[src/rtl/fetch_ctrl.sv]
// Instruction-fetch sequencer: owns fetch_pc, keeps one imem request in flight,
// buffers returned words for decode and squashes stale fetches on redirect.
module fetch_ctrl #(
  parameter logic [31:0] RESET_PC  = 32'h0000_0000,
  parameter int unsigned PC_INCR   = 4,
  parameter int unsigned BUF_DEPTH = 2
) (
  input  logic        clk,
  input  logic        reset,
  output logic        imem_req_valid,
  input  logic        imem_req_ready,
  output logic [31:0] imem_addr,
  input  logic        imem_rsp_valid,
  input  logic [31:0] imem_rsp_data,
  input  logic        redirect_valid,
  input  logic [31:0] redirect_pc,
  output logic        inst_valid,
  input  logic        inst_ready,
  output logic [31:0] inst_out,
  output logic [31:0] inst_pc
);

  localparam int PW = (BUF_DEPTH > 1) ? $clog2(BUF_DEPTH) : 1;
  localparam int CW = $clog2(BUF_DEPTH + 1);
  localparam logic [CW-1:0] DEPTH_C = CW'(BUF_DEPTH);
  localparam logic [31:0]   INCR_C  = 32'(PC_INCR);

  typedef struct packed {
    logic [31:0] pc;
    logic [31:0] inst;
  } buf_ent_t;

  typedef enum logic [1:0] {
    RUN     = 2'd0,
    WAIT    = 2'd1,
    DISCARD = 2'd2
  } state_t;

  state_t      state;
  logic [31:0] fetch_pc;
  logic [31:0] req_pc;
  buf_ent_t    buf_q [BUF_DEPTH];
  buf_ent_t    head;
  logic [PW-1:0] rd_ptr;
  logic [PW-1:0] wr_ptr;
  logic [CW-1:0] count;

  logic full;
  logic accept;
  logic push;
  logic pop;

  assign full           = (count == DEPTH_C);
  assign imem_req_valid = (state == RUN) && !full && !redirect_valid;
  assign imem_addr      = fetch_pc;
  assign accept         = imem_req_valid && imem_req_ready;

  // Redirect squashes both the arriving word and the decode handshake.
  assign push       = (state == WAIT) && imem_rsp_valid && !redirect_valid;
  assign inst_valid = (count != '0);
  assign pop        = inst_valid && inst_ready && !redirect_valid;

  assign head     = buf_q[rd_ptr];
  assign inst_out = inst_valid ? head.inst : 32'h0;
  assign inst_pc  = inst_valid ? head.pc   : 32'h0;

  always_ff @(posedge clk) begin
    if (reset) begin
      state    <= RUN;
      fetch_pc <= RESET_PC;
      req_pc   <= 32'h0;
      rd_ptr   <= '0;
      wr_ptr   <= '0;
      count    <= '0;
    end else if (redirect_valid) begin
      fetch_pc <= redirect_pc;
      rd_ptr   <= '0;
      wr_ptr   <= '0;
      count    <= '0;
      // A request still in flight must have its response swallowed later.
      case (state)
        WAIT:    state <= imem_rsp_valid ? RUN : DISCARD;
        DISCARD: state <= DISCARD;
        default: state <= RUN;
      endcase
    end else begin
      case (state)
        RUN: begin
          if (accept) begin
            req_pc   <= fetch_pc;
            fetch_pc <= fetch_pc + INCR_C;
            state    <= WAIT;
          end
        end
        WAIT:    if (imem_rsp_valid) state <= RUN;
        DISCARD: if (imem_rsp_valid) state <= RUN;
        default: state <= RUN;
      endcase
      if (push) wr_ptr <= wr_ptr + 1'b1;
      if (pop)  rd_ptr <= rd_ptr + 1'b1;
      if (push && !pop)      count <= count + 1'b1;
      else if (pop && !push) count <= count - 1'b1;
    end
  end

  // Storage needs no reset; occupancy is tracked by count.
  always_ff @(posedge clk) begin
    if (push) buf_q[wr_ptr] <= '{pc: req_pc, inst: imem_rsp_data};
  end

endmodule

[config.mk]
export PLATFORM = sky130hd
export DESIGN_NAME = fetch_ctrl
export DESIGN_NICKNAME = d
export VERILOG_FILES = /design/src/rtl/fetch_ctrl.sv
export SDC_FILE = /design/constraint.sdc
export NUM_CORES = 1
export LEC_CHECK = 0
export CAP_MARGIN = 20
export CORE_ASPECT_RATIO = 1.2
export CORE_MARGIN = 5
export CORE_UTILIZATION = 35
export CTS_CLUSTER_DIAMETER = 30
export DETAILED_ROUTE_END_ITERATION = 8
export GPL_ROUTABILITY_DRIVEN = 0
export PLACE_DENSITY_LB_ADDON = 0.08
export SETUP_SLACK_MARGIN = 0.02
export SLEW_MARGIN = 40
export SYNTH_ARGS = -nofsm -noshare
export SYNTH_HDL_FRONTEND = slang
export SYNTH_SLANG_ARGS = --single-unit
export TNS_END_PERCENT = 5
[constraint.sdc]
create_clock -name clk -period 5.5 [get_ports clk]
set_input_delay 1.65 -clock clk [delete_from_list [all_inputs] [get_ports clk]]
set_output_delay 1.65 -clock clk [all_outputs]
set_load 0.01 [all_outputs]
=== Word-level counts from Yosys, hierarchy flattened ===
Memory sizes are Yosys's and may differ from the RTL's. A register that Yosys moved wholly into a read port is not among the register bits.
Cells that the tools add are included.

* Equal/unequal tests: 5
* Bitwise gates (word level): 1
* Add/sub/neg operators: 5
* Muxes and demuxes: 17
* Reductions and logical operators: 23

{| class="wikitable"
|+ Operators with widths
! cell !! number
|-
| $mux 32 || 5
|-
| $add 32x3->32 const B || 1
|-
| $mux 2 || 6
|-
| $logic_and 1x1->1 || 9
|-
| $pmux 2 s2 || 2
|-
| $reduce_bool 2->1 || 4
|-
| $eq 2x2->1 const B || 2
|-
| $logic_not 1->1 || 4
|-
| $mux 1 || 4
|-
| $reduce_and 2->1 || 2
|-
| $reduce_or 2->1 || 2
|-
| $ne 3x1->1 const B || 1
|-
| $ne 3x3->1 const B || 1
|-
| $reduce_and 3->1 || 1
|-
| $add 1x1->1 const B || 2
|-
| $add 2x1->2 const B || 1
|-
| $eq 2x1->1 const B || 1
|-
| $logic_not 2->1 || 1
|-
| $sub 2x1->2 const B || 1
|-
| $not 1->1 || 1
|}

* Output and inout bits: 98
* Input bits: 70
* RAM bits: 128
* Memories kept: 1
* Flip-flop bits (word level): 70

{| class="wikitable"
|+ Memories
! name !! depth !! bits a word !! rd ports !! clocked after Yosys merged registers in !! write ports !! RTL line !! source
|-
| buf_q || 2 || 64 || 1 || 1 || 1 || 42 || <nowiki>buf_ent_t buf_q [BUF_DEPTH];</nowiki>
|}

=== Longest topological paths before layout ===
* Word-level depth: 8
* Gate-level depth with buffers: 9
* Depth with buffers taken out: 9

=== Worst setup path after synthesis ===
No wires, ideal clock.

* Kind: in2reg
* Start: input redirect_valid
* End: memory buf_q[0][0] (netlist name), enable pin
* Arrival: 4.719 ns
* Stages: 3
* Setup time: 0.486 ns
* Required time: 5.014 ns
* Buffers on the path: 1
* Setup slack: 0.295 ns
* Path through: clkbuf_1 -> nand3b_1 -> nor2_1

* Cells in the longest elaborated chain, start to end: 4

{| class="wikitable"
|+ RTL lines
! element !! RTL line !! source
|-
| from (decl) || 15 || <nowiki>input logic redirect_valid,</nowiki>
|-
| $logic_not 1->1 || 59 || <nowiki>assign push = (state == WAIT) && imem_rsp_valid && !redirect_valid;</nowiki>
|-
| $logic_and 1x1->1 || 59 ||
|-
| $mux 1 || 108 || <nowiki>if (push) buf_q[wr_ptr] <= '{pc: req_pc, inst: imem_rsp_data};</nowiki>
|-
| $mux 1 (implied by the code) || 108 ||
|-
| to (decl) || 42 ||
|}

Every way passes these cells.

=== Worst setup path in the final report ===
* Start: input redirect_valid
* End: output imem_req_valid

* Cells in the longest elaborated chain, start to end: 2

{| class="wikitable"
|+ RTL lines
! element !! RTL line !! source
|-
| $logic_not 1->1 || 54 || <nowiki>assign imem_req_valid = (state == RUN) && !full && !redirect_valid;</nowiki>
|-
| $logic_and 1x1->1 || 54 ||
|-
| to (decl) || 10 || <nowiki>output logic imem_req_valid,</nowiki>
|}

Every way passes these cells.

==> flow_metrics.py <==
metrics = {
    "run_status": {
        "outcome": "completed",
    },
    "min_path": {
        "hold_path.startpoint": "req_pc[16]",
        "min_path_type": "flip-flop to flip-flop",
        "hold_path_depth": 0,
    },
    "critical_path": {
        "path_class": "input port to primary output",
        "crit_path_start_kind": "input port",
        "required_ns": 3.85,
        "end_kind": "primary output",
        "cpPeakStageDelay_ns": 0.53,
        "crit_fanout": 3,
        "path_cells": "buf_2, and3b_1, clkdlybuf4s50_1",
        "cpMaxStageDelayCell": "clkdlybuf4s50_1",
        "startpoint": "redirect_valid",
        "r2r-start": "state[1]",
        "cp.arrival_ns": 2.50,
        "reg2regPathDepth": 6,
    },
    "clock_network": {
        "clkTransAtPathRegs_ns": 0.07,
        "cts.repair.resized": 0,
        "post-cts-setup-buffer-count": 0,
        "cts_root_buffer": "clkbuf_16",
        "cts_max_level": 4,
        "cts_hold_buf": 0,
        "cts_max_path_buffers": 2,
        "cts_sinks": 199,
        "cts_tree": "done",
        "clkLatencyLatePin_ns": 0.43,
        "cts_buffers": 17,
    },
    "timing": {
        "setup_tns_ns": 0,
        "report.final.hold_viol_count": 0,
        "slew_headroom_pct": 47.9,
        "finalSetupViolCount": 0,
        "finalClockSkew_ns": 0.0115,
        "rsz0062_at_grt": "false",
        "worst_hold_slack_ns": 0.455,
        "drv_slew": 0,
        "max_freq_mhz": 241,
        "worst_slew_pin_slew_ns": 0.778,
        "period_share_pct": 75.4,
        "period_needed_ns": 4.15,
    },
    "synth": {
        "syn_area_per_cell_um2": 11.6,
        "synth_edf_count": 128,
        "synth_top_area_share_pct": 47.0,
        "netlist_area_um2": 8170,
        "synth.most_common_cell": "edfxtp_1",
        "synthCells": 705,
        "yosysTopAreaCell": "edfxtp_1",
        "ys_seq_area_share_pct": 64.4,
        "netlist_top_cells_count": "edfxtp_1 (128), nand2_1 (85), nor2_1 (84)",
        "syn_nets": 780,
        "ys_top_cells_by_area": "edfxtp_1 (47%), dfxtp_1 (17%), mux2i_1 (8.1%), nand2_1 (3.9%), nor2_1 (3.9%)",
        "ys_ff_latch": 199,
        "yosysWarningCount": 0,
        "synth-async-reset-ratio_pct": 0,
        "synth_cell_types": 51,
        "ys.flop_type": "edfxtp_1",
    },
    "detailed_routing": {
        "routed_via_density": 4.84,
        "wl_per_cell_um": 16.7,
        "route.detailed.drc": 0,
        "firstDrtPassIters": 4,
        "vias": 5746,
        "wirelength_um": 19800,
        "drtAntennaViolNets": 0,
        "drt-initial-drc-count": 296,
    },
    "placed_design": {
        "dp_hpwl_um": 13700,
        "place_inst": 1156,
        "port_buffers": 167,
    },
    "global_route": {
        "gr-total-overflow": 0,
        "antenna_found_initial": 0,
        "grt_start_max_net_pins": 65,
        "grt_pass1_wl_um": 31800,
        "grt_use_total_pct": 15.3,
        "grt_pass1_vias": 5854,
    },
    "finish": {
        "diodes": 0,
        "stdcell_count": 1188,
        "finalNetCount": 935,
        "drive_gt1_share_pct": 7.10,
        "postLayoutCoreUtil_pct": 46.7,
        "synthToLayoutAreaGrowth_pct": 32.1,
    },
    "power_and_ir_drop": {
        "power.density_nw_per_um2": 284,
        "p_leak_nw": 3.55,
        "ir_worst_vdd_mv": 0.207,
    },
    "die": {
        "ios": 168,
        "rows": 61,
        "die_w_um": 150,
        "die_area_um2": 26500,
        "start_util_pct": 35.3,
        "die_h_um": 177,
        "fp.coreArea_um2": 23100,
    },
    "job": {
        "maxCapViolCount": 0,
    },
}
==> power breakdown <==
| group | switching [W] | total, W | internal, W |
|---|---|---|---|
| clock network | 0.000574 | 0.00120 | 0.000626 |
| registers | 0.0000378 | 0.00165 | 0.00161 |
| logic | 0.000101 | 0.000216 | 0.000115 |
| total | 0.000713 | 0.00306 | 0.00235 |
==> worst max-delay path: cells and delay by family <==
family	cells	cell delay [ns]
simple gates	1	0.21
buf+inv	2	0.64
==> worst paths after layout <==
kind	end	slack, ns
min	buf_q[0][48]	0.45
max reg2reg	imem_addr[26]	3.10
max	imem_req_valid	1.35
min reg2reg	buf_q[0][48]	0.45
==> routing by layer <==
| metal | up-vias | routed length [um] | part of all wire [%] | global-route usage, % |
|---|---|---|---|---|
| met1 | 2740 | 9060 | 46 | 20.2 |
| met3 | 15 | 1150 | 5.8 | 4.06 |
| met4 | 0 | 216 | 1.1 | 4.20 |
| li1 | 2835 | - | - | - |
| met2 | 156 | 9380 | 47 | 24.9 |
| met5 | - | 0 | 0 | 0 |
==> cell families after synthesis <==
group,Yosys count,share of synthesized area [%]
XOR/XNOR,14,1.50
flip-flops,199,64.4
buffers and inverters,67,3.21
AND/OR/NAND/NOR,241,13.6
adder cells (fa/ha/maj),5,0.765
multiplexers,68,8.36
AO/OA/AOI/OAI,111,8.16
==> registers in the layout (all words and copies together), names as in the netlist, named ones only <==
name	count
buf_q	128
imem_addr	32
req_pc	32
count	2
state	2
rd_ptr	1
wr_ptr	1
==> placed cells by master (no fill, tap or decap), types with 3 or more instances in the layout <==
cell type and n:
nand3b_1 3, xnor2_1 5, nand2_1 85, nor3_1 12
inv_1 24, o21ai_0 10, nand4_1 12, clkdlybuf4s50_1 165
a31oi_1 8, nand2b_1 5, ha_1 5, dfxtp_1 70
inv_8 3, buf_4 9, a21oi_1 60, inv_6 7
nor2b_1 4, xor2_1 9, nand3_1 9, edfxtp_1 128
nor2_1 82, o21a_1 8, nor4_1 8, clkbuf_16 18
mux2i_1 66, or3_1 4, o31a_1 10
==> cell type report <==
cell class | instances | area [um^2]
well taps | 315 | 394
inverters | 24 | 90.1
repair buffers | 179 | 1810
multi-input cells | 439 | 2670
clock inverters | 14 | 123
fillers | 2176 | 12300
flip-flops and latches | 199 | 5270
clock buffers | 18 | 450
==> stage by stage <==
stage	setup WS, ns	area [um^2]	power (W)
finish	1.35	10800	0.00306
global route	1.26	10800	0.00320
CTS	1.35	10800	0.00311
detailed placement	1.37	10200	0.00190
global placement	1.35	10100	0.00189
floorplan	0.295	8170	0.00177
No activity file was read; power rests on OpenSTA's default activity.
